===== config.mk =====
export PLATFORM = sky130hd
export DESIGN_NAME = wbu
export DESIGN_NICKNAME = d
export VERILOG_FILES = /design/src/rtl/wbu_pkg.sv /design/src/rtl/wbu_fifo.sv /design/src/rtl/wbu.sv
export SDC_FILE = /design/constraint.sdc
export NUM_CORES = 1
export LEC_CHECK = 0
export CELL_PAD_IN_SITES_DETAIL_PLACEMENT = 0
export CELL_PAD_IN_SITES_GLOBAL_PLACEMENT = 1
export CORE_MARGIN = 5
export CORE_UTILIZATION = 42
export CTS_CLUSTER_SIZE = 14
export DETAILED_ROUTE_END_ITERATION = 10
export PLACE_DENSITY_LB_ADDON = 0.1
export SKIP_LAST_GASP = 1
export SLEW_MARGIN = 20
export SYNTH_ARGS = -nofsm -noshare
export SYNTH_HDL_FRONTEND = slang
export SYNTH_HIERARCHICAL = 1
export SYNTH_SLANG_ARGS = --single-unit
export TNS_END_PERCENT = 20

===== constraint.sdc =====
create_clock -name clk -period 4.05 [get_ports clk]
set_input_delay 0.81 -clock clk [delete_from_list [all_inputs] [get_ports clk]]
set_output_delay 0.81 -clock clk [all_outputs]
set_load 0.05 [all_outputs]

===== src/rtl/wbu_pkg.sv =====
// wbu_pkg: shared types and constants for the writeback unit.
//   DATA_W      register data width, taken from the project-wide `DATA_WIDTH
//   REG_ADDR_W  register address width (5)
//   REG_NUM     number of integer registers (32)
//   WBU_DEPTH   default LSU result FIFO depth
//   wbEntry_t   one pending register write (destination + data)
//   wbSrc_e     which source feeds the output register in a given cycle
`ifndef DATA_WIDTH
`define DATA_WIDTH 32
`endif

package wbu_pkg;

    localparam int DATA_W     = `DATA_WIDTH;
    localparam int REG_ADDR_W = 5;
    localparam int REG_NUM    = 32;
    localparam int WBU_DEPTH  = 2;
    localparam int ENTRY_W    = REG_ADDR_W + DATA_W;

    typedef struct packed {
        logic [REG_ADDR_W-1:0] rd;
        logic [DATA_W-1:0]     data;
    } wbEntry_t;

    typedef enum logic [1:0] {
        SRC_NONE   = 2'd0,
        SRC_EXU    = 2'd1,
        SRC_FIFO   = 2'd2,
        SRC_BYPASS = 2'd3
    } wbSrc_e;

    // LSU-origin writes are the only ones that retire a scoreboard bit.
    function automatic logic isLsuSrc(input wbSrc_e src);
        return (src == SRC_FIFO) || (src == SRC_BYPASS);
    endfunction

endpackage


===== src/rtl/wbu_fifo.sv =====
// wbu_fifo: synchronous FIFO holding LSU results until the write port is free.
//   clk, rstn   clock, asynchronous active-low reset (empties the FIFO)
//   push_i      write wdata_i (ignored while full)
//   wdata_i     entry to store
//   pop_i       drop the head entry (ignored while empty)
//   rdata_o     current head entry (valid while !empty_o)
//   full_o      DEPTH entries held, from the registered count only
//   empty_o     no entries held
module wbu_fifo #(
    parameter int DEPTH = 2,
    parameter int WIDTH = 37
) (
    input  logic             clk,
    input  logic             rstn,
    input  logic             push_i,
    input  logic [WIDTH-1:0] wdata_i,
    input  logic             pop_i,
    output logic [WIDTH-1:0] rdata_o,
    output logic             full_o,
    output logic             empty_o
);

    localparam int PTR_W = (DEPTH > 1) ? $clog2(DEPTH) : 1;

    logic [WIDTH-1:0] mem_q [DEPTH];
    logic [PTR_W-1:0] wrPtr_q;
    logic [PTR_W-1:0] rdPtr_q;
    logic [PTR_W:0]   count_q;
    logic             doPush;
    logic             doPop;

    assign full_o  = (count_q == (PTR_W+1)'(DEPTH));
    assign empty_o = (count_q == '0);
    assign doPush  = push_i & ~full_o;
    assign doPop   = pop_i & ~empty_o;
    assign rdata_o = mem_q[rdPtr_q];

    // Storage carries no reset: an entry is only read after it was written,
    // and the pointers/count below define what is valid.
    always_ff @(posedge clk) begin
        if (doPush) begin
            mem_q[wrPtr_q] <= wdata_i;
        end
    end

    // Pointers wrap explicitly at DEPTH; the count tracks occupancy so full
    // and empty never need pointer comparison tricks.
    always_ff @(posedge clk or negedge rstn) begin
        if (!rstn) begin
            wrPtr_q <= '0;
            rdPtr_q <= '0;
            count_q <= '0;
        end else begin
            if (doPush) begin
                wrPtr_q <= (wrPtr_q == PTR_W'(DEPTH-1)) ? '0 : wrPtr_q + 1'b1;
            end
            if (doPop) begin
                rdPtr_q <= (rdPtr_q == PTR_W'(DEPTH-1)) ? '0 : rdPtr_q + 1'b1;
            end
            case ({doPush, doPop})
                2'b10:   count_q <= count_q + 1'b1;
                2'b01:   count_q <= count_q - 1'b1;
                default: count_q <= count_q;
            endcase
        end
    end

endmodule


===== src/rtl/wbu.sv =====
// wbu: writeback unit, the single initiator of register-file writes.
//   clk, rstn                 clock, asynchronous active-low reset
//   exu_valid_i/rd_i/data_i   single-cycle EXU result, always accepted
//   lsu_valid_i/rd_i/data_i   multi-cycle LSU result, handshaked with lsu_ready_o
//   lsu_ready_o               LSU result FIFO has room (0 while in reset)
//   issue_valid_i/rd_i        IDU issues a load to rd this cycle
//   rs1/rs2/rd_addr_i         IDU addresses checked against outstanding loads
//   stall_o                   IDU must hold its current instruction
//   rd_addr/rd_data/wen_o_wbu_ram  registered register-file write port
// Optional feature macro: WBU_LSU_BYPASS_EN lets an LSU result skip an empty
// FIFO and reach the write port one cycle earlier.
module wbu
    import wbu_pkg::*;
#(
    parameter int DEPTH = WBU_DEPTH
) (
    input  logic                  clk,
    input  logic                  rstn,
    input  logic                  exu_valid_i,
    input  logic [REG_ADDR_W-1:0] exu_rd_i,
    input  logic [DATA_W-1:0]     exu_data_i,
    input  logic                  lsu_valid_i,
    output logic                  lsu_ready_o,
    input  logic [REG_ADDR_W-1:0] lsu_rd_i,
    input  logic [DATA_W-1:0]     lsu_data_i,
    input  logic                  issue_valid_i,
    input  logic [REG_ADDR_W-1:0] issue_rd_i,
    input  logic [REG_ADDR_W-1:0] rs1_addr_i,
    input  logic [REG_ADDR_W-1:0] rs2_addr_i,
    input  logic [REG_ADDR_W-1:0] rd_addr_i,
    output logic                  stall_o,
    output logic [REG_ADDR_W-1:0] rd_addr_o_wbu_ram,
    output logic [DATA_W-1:0]     rd_data_o_wbu_ram,
    output logic                  wen_o_wbu_ram
);

    logic [REG_NUM-1:0]    scoreBoard_q;
    logic [REG_NUM-1:0]    scoreBoard_d;
    logic [REG_ADDR_W-1:0] wbAddr_q;
    logic [DATA_W-1:0]     wbData_q;
    logic                  wbEn_q;
    wbSrc_e                src;
    wbEntry_t              selEntry;
    wbEntry_t              fifoHead;
    logic                  fifoFull;
    logic                  fifoEmpty;
    logic                  fifoPush;
    logic                  fifoPop;
    logic                  lsuXfer;

    // Ready comes from the registered FIFO count, so a pop in the same cycle
    // does not raise it; it is also held low while reset is asserted.
    assign lsu_ready_o = rstn & ~fifoFull;
    assign lsuXfer     = lsu_valid_i & lsu_ready_o;

    // Fixed-priority source selection: EXU always wins, then the FIFO head.
    // With the bypass build an LSU transfer may use an otherwise idle port,
    // but only when the FIFO is empty so ordering is preserved.
    always_comb begin
        src      = SRC_NONE;
        selEntry = fifoHead;
        if (exu_valid_i) begin
            src      = SRC_EXU;
            selEntry = '{rd: exu_rd_i, data: exu_data_i};
        end else if (!fifoEmpty) begin
            src      = SRC_FIFO;
            selEntry = fifoHead;
        end
`ifdef WBU_LSU_BYPASS_EN
        else if (lsuXfer) begin
            src      = SRC_BYPASS;
            selEntry = '{rd: lsu_rd_i, data: lsu_data_i};
        end
`endif
    end

    assign fifoPush = lsuXfer & (src != SRC_BYPASS);
    assign fifoPop  = (src == SRC_FIFO);

    wbu_fifo #(
        .DEPTH (DEPTH),
        .WIDTH (ENTRY_W)
    ) u_fifo (
        .clk     (clk),
        .rstn    (rstn),
        .push_i  (fifoPush),
        .wdata_i ({lsu_rd_i, lsu_data_i}),
        .pop_i   (fifoPop),
        .rdata_o (fifoHead),
        .full_o  (fifoFull),
        .empty_o (fifoEmpty)
    );

    // Scoreboard next state: the retiring LSU write clears its bit first so a
    // same-cycle issue to the same register re-sets it. x0 never stalls.
    always_comb begin
        scoreBoard_d = scoreBoard_q;
        if (isLsuSrc(src)) begin
            scoreBoard_d[selEntry.rd] = 1'b0;
        end
        if (issue_valid_i && (issue_rd_i != '0)) begin
            scoreBoard_d[issue_rd_i] = 1'b1;
        end
        scoreBoard_d[0] = 1'b0;
    end

    // Output register and scoreboard share an edge, so stall_o drops in the
    // same cycle wen_o is high and register-file write-through covers the read.
    // A result to x0 is consumed without raising the write enable.
    always_ff @(posedge clk or negedge rstn) begin
        if (!rstn) begin
            wbEn_q       <= 1'b0;
            wbAddr_q     <= '0;
            wbData_q     <= '0;
            scoreBoard_q <= '0;
        end else begin
            wbEn_q       <= (src != SRC_NONE) && (selEntry.rd != '0);
            scoreBoard_q <= scoreBoard_d;
            if (src != SRC_NONE) begin
                wbAddr_q <= selEntry.rd;
                wbData_q <= selEntry.data;
            end
        end
    end

    assign stall_o = scoreBoard_q[rs1_addr_i] | scoreBoard_q[rs2_addr_i]
                   | scoreBoard_q[rd_addr_i];

    assign rd_addr_o_wbu_ram = wbAddr_q;
    assign rd_data_o_wbu_ram = wbData_q;
    assign wen_o_wbu_ram     = wbEn_q;

endmodule


Word-level counts from Yosys, hierarchy flattened
Memories as Yosys holds them, arrays and structs flattened. Cells that the tools add are included. Widths: inputs -> output; s select.

Register bits after elaboration: 73. RAM bits: 74. Input port bits: 99. Memories: 1. Logic and storage cells: 67.

Order comparisons: 7. Equality and inequality tests: 6. Muxes and demuxes: 20. Bitwise gates (word level): 12. $add $sub $neg: 4. Reduce and logical (&&, ||, !) cells: 10.

Memory list: u_fifo.mem_q (words 2, width 37, rd ports 1, clocked after Yosys merged registers in 0, wr ports 1, line wbu_fifo.sv:25) `logic [WIDTH-1:0] mem_q [DEPTH];`.

Operators with widths (number): $mux 32 (2); $mux 37 (1); $and 32x32->32 (1); $not 32->32 (1); $or 32x32->32 (1); $lt 5x6->1 const B (5); $bmux 1 s5 (3); $demux 1 s5 (2); $ge 5x1->1 const B (2); $reduce_bool 5->1 (2); $mux 1 (9); $eq 2x2->1 const B (4); $and 1x1->1 (5); $logic_and 1x1->1 (4); $mux 2 (2); $pmux 2 s2 (1); $reduce_bool 2->1 (2); $add 1x1->1 const B (2); $add 2x1->2 const B (1); $eq 2x1->1 const B (1); $logic_not 2->1 (1); $ne 2x2->1 const B (1); $not 1->1 (2); $or 1x1->1 (2); other kinds (2) (2).

Logic depth before layout (Yosys ltp)
An unclocked memory read counts as a cell.

Depth after elaboration: 11. Gate-level depth with buffers: 9. Depth with buffers taken out: 9.

By module
Netlist, hierarchy kept.

By module, submodules not included: wbu (area an instance 3972.6 um^2, cells each 385, times used 1); wbu_fifo (area an instance 2949.1 um^2, cells each 133, times used 1).

Least setup slack after synthesis
OpenSTA, ideal clock, no wires.

Path kind: input to register. Start: input port rstn. End: memory u_fifo.mem_q[0][0], enable pin. Setup time: 0.431 ns. Stages on the path: 4. Path slack: 0.167 ns. Buffers on the path: 0. Arrival time: 3.452 ns. Cells stage by stage: nor2b_1 -> and2_1 -> nand2_1 -> nor2_1.

Cells in the longest elaborated chain, start to end: 6.

RTL lines: from (decl) (line wbu.sv:18) `input logic rstn,`; $and 1x1->1 (line wbu.sv:53) `assign lsu_ready_o = rstn & ~fifoFull;`; $and 1x1->1 (line wbu.sv:54) `assign lsuXfer = lsu_valid_i & lsu_ready_o;`; $and 1x1->1 (line wbu.sv:77) `assign fifoPush = lsuXfer & (src != SRC_BYPASS);`; named net fifoPush (line wbu.sv:47) `logic fifoPush;`; $and 1x1->1 (line wbu_fifo.sv:34) `assign doPush = push_i & ~full_o;`; $mux 1 (line wbu_fifo.sv:41) `if (doPush) begin`; $mux 1 (not written as such) (line wbu_fifo.sv:42) `mem_q[wrPtr_q] <= wdata_i;`; to (decl) (line wbu_fifo.sv:25).

The timed path passes the listed nets, and every way through them passes these cells.

Worst setup path in the final report
Start: input port rd_addr_i[2]. End: output port stall_o.

Cells in the longest elaborated chain, start to end: 3.

RTL lines: from (decl) (line wbu.sv:30) `input logic [REG_ADDR_W-1:0] rd_addr_i,`; $bmux 1 s5 (line wbu.sv:127) `| scoreBoard_q[rd_addr_i];`; $mux 1 (not written as such) (line wbu.sv:127); $or 1x1->1 (line wbu.sv:127); to (decl) (line wbu.sv:31) `output logic stall_o,`.

Every way passes these cells. The select of a mux whose other input is x is not followed.

==> out/results.tsv <==
stage	metric	value	unit
grt	Global Route Usage Sum	17.9	%
clock_tree	# resized after CTS	0	
route	initial DRC count	245	
sta	Final period util	90.7	%
clock_tree	deepest clock path buffer count	2	
route	Pre-antenna DRT Iters	4	
clock_tree	Clock transition at path regs	0.06	ns
yosys	Synth top area share	32.1	%
placed_design	HPWL after detailed placement	11900	um
final_layout	Layout Nets	753	
yosys	synthesized area per cell	13.4	um^2
grt	met2 usage in global routing	27.8	%
yosys	compound-gate portion of the synthesized area	9.09	%
grt	M3 GR Usage	6.08	%
job	number of max-cap violations	0	
sta	Rel. slew slack	34.5	%
sta	Least-Margin Pin Slew	0.982	ns
grt	initial antenna violation count	1	
die	die area	19100	um^2
sta	Fin. Hold Viols	0	
pwr	Pint	3.81	mW
worst_setup_path	WP data required	3.24	ns
sta	Setup TNS	0	ns
grt	largest net degree at the start of global routing	74	
final_layout	fin cells	886	
route	Routed wire per std cell	19.2	um
worst_hold_path	Worst Hold Class	in2async	
sta	Worst Clk Skew	0.0102	ns
yosys	Synth area leaders	edfxtp_1 (32%), dfrtp_1 (26%), o21ai_0 (6.9%)	
clock_tree	CTS Sinks	147	
final_layout	share of cells above drive strength 1	15.6	%
worst_setup_path	startpoint class of the critical path	input port	
worst_setup_path	CP peak stage delay	0.72	ns
pwr	power share of the combinational group	35.9	%
yosys	largest family of logic cells by synthesized area	multiplexers	
final_layout	Layout area overhead	29.9	%
die	DIE HEIGHT	138	um
route	DRC violations left	0	
grt	GRT busiest layer	met2	
yosys	Yosys top cell by area	edfxtp_1	
final_layout	area of the multi-input gates	2670	um^2
die	std cell rows	47	
yosys	Post-Syn Area	6920	um^2
worst_setup_path	WS Path Type	in2out	
die	initial core utilization	42.3	%
clock_tree	Worst-Skew Late Latency	0.41	ns
placed_design	# port buffers	138	
clock_tree	Inserted Clock Buffers	17	
grt	vias in the first global route	4965	
clock_tree	CTS tree	built	
grt	first-pass GRT wire length	27200	um
clock_tree	post-CTS setup buffer count	0	
worst_setup_path	Crit. End Element	output port	
worst_setup_path	arrival time worst endpoint	2.86	ns
worst_setup_path	Critical-path top delay cell	clkdlybuf4s50_1	
yosys	yosys warns	6	
sta	Tmin final	3.67	ns
yosys	synthesized flop and latch total	147	
yosys	most frequent cells after synthesis	o21ai_0 (96), edfxtp_1 (74), dfrtp_1 (73)	
final_layout	FF+latch area	4050	um^2
yosys	Synth cell types	48	
yosys	number of synthesized flops with an enable pin	74	
route	Routed Wire Length	17000	um
route	DR vias/cell	5.33	
route	overall via count from detail_route	4724	
pwr	power per cell area	661	nW/um^2
sta	unrepaired setup endpoints after global routing	no	
yosys	post-synthesis simple-gate area fraction	7.79	%
sta	fin. max-slew vios	0	
clock_tree	H-tree depth	4	
yosys	adder-cell share of the synthesized area	0.181	%
final_layout	n_diodes	0	
grt	GRT overflow	0	
yosys	Post-Synth XOR/XNOR Area	0.633	%
yosys	ys flop type	edfxtp_1	
yosys	post-synthesis cell count	518	
die	IO Count	139	
clock_tree	Root Driver	clkbuf_16	
pwr	overall power	5.94	mW
yosys	Seq/Total Area, Yosys	58.5	%
pwr	leakage	3.38	nW
pwr	Clk network pwr share	24.5	%
die	total core area	16300	um^2
sta	final worst slack	0.375	ns
yosys	Synth Net Count	618	
pwr	Seq pwr share	39.5	%
grt	met1 Use GR	23.3	%
route	post-route ant nets	0	
yosys	top-count cell post-synth	o21ai_0	
pwr	VDD IR-drop max	0.370	mV
pwr	Sw Ratio	35.8	%
final_layout	fin area	8990	um^2
final_layout	Layout fillers	1413	
yosys	Async S/R FF share, synth	49.7	%
worst_setup_path	CP cell instances	clkdlybuf4s50_1, mux4_1, inv_1, a2111oi_0, nor3_1, nand4_1, buf_4	
clock_tree	cts-stage hold buffer count	0	
die	die width	138	um
sta	final setup vio count	0	
placed_design	worst slack, placed	0.370	ns
outcome	status	finished, final reports clean	
sta	fmax	272	MHz
placed_design	Cells after DPL	853	
placed_design	GPL Wtd Cong	0.901	
yosys	mux cell area share after synthesis	20.7	%
pwr	switching pwr	2.13	mW
placed_design	Post-DP Area	8420	um^2
worst_setup_path	Worst Path Max Fanout	9	
[kinds of logic after synthesis]
kind of cell,after synthesis
compound gates,116
xor+xnor,5
fa+ha+maj,1
buf+inv,31
flops,147
mux,106
simple gates,112
[registers in the layout, indices dropped and copies added (netlist names)]
name               cells
rd_addr_o_wbu_ram      5
rd_data_o_wbu_ram     32
scoreBoard_q          31
u_fifo/count_q         2
u_fifo/mem_q          74
u_fifo/rdPtr_q         1
u_fifo/wrPtr_q         1
wen_o_wbu_ram          1
[cells in the final DEF, fill, tap and decap left out, types with 2 or more instances in the layout]
cell and instances:
nand2b_1 8, clkinv_4 4, o21ai_0 96, nand4_1 4
mux2_2 24, clkdlybuf4s50_1 135, clkinvlp_4 3, dfrtp_1 72
inv_1 3, clkbuf_1 2, clkbuf_16 17, mux2_4 21
o22ai_1 2, mux2i_1 44, edfxtp_1 74, a21oi_1 6
nand3_1 10, nor2_1 15, xor2_1 2, nor3_1 3
xnor2_1 3, and2_1 3, mux4_2 11, nor2b_1 5
nor3b_1 2, buf_4 7, nor2_4 2, o211ai_1 2
nand2_1 50, mux4_1 6, nand3b_1 2, clkinv_1 2
[final cells by class]
type / count / share of cell area, %
Sequential cell: 147 / 45.0
Multi-Input combinational cell: 340 / 29.7
Timing Repair Buffer: 144 / 15.9
Clock buffer: 20 / 4.97
Tap cell: 220 / 3.06
Clock inverter: 12 / 1.21
Inverter: 3 / 0.125
[worst max-delay path, delay by kind of cell]
kind	cells	cell delay (ns)
mux	1	0.60
simple gates	2	0.37
buf+inv	3	0.98
compound gates	1	0.10
[worst paths after layout]
check                                       endpoint  cells after the start  slack (ns)                  from
worst max-delay path                         stall_o                      7        0.38          rd_addr_i[2]
worst min-delay path                scoreBoard_q[16]                      2        0.48                  rstn
worst max register to register   u_fifo/mem_q[1][32]                      5        1.85     u_fifo/count_q[0]
worst min register to register  rd_addr_o_wbu_ram[2]                      2        0.55  rd_addr_o_wbu_ram[2]
max in group asynchronous            scoreBoard_q[9]                      3        2.97                  rstn
min in group clk                rd_addr_o_wbu_ram[2]                      2        0.55  rd_addr_o_wbu_ram[2]
[power by group through the flow]
| stage | Clock (mW) | Combinational [mW] | Sequential [mW] |
|---|---|---|---|
| detailed placement | 0 | 2.15 | 2.36 |
| floorplan | 0 | 1.20 | 2.57 |
| finish | 1.46 | 2.13 | 2.35 |
| global placement | 0 | 2.12 | 2.37 |
| global route | 1.56 | 2.31 | 2.38 |
| CTS | 1.50 | 2.16 | 2.34 |
[routing by layer]
layer  vias up  share of wire, %
met1      2296                43
met4         2               2.7
met3        35               7.3
li1       2217                 -
met5         -              0.11
met2       174                47
[through the flow]
step           util, %  hold slack [ns]
6_report          55.0            0.482
3_5_place_dp      51.5            0.525
4_1_cts           54.9            0.550
3_3_place_gp      51.5            0.529
2_1_floorplan        -            0.461
5_1_grt           55.0            0.511
Power figures use the tool's default switching activity.
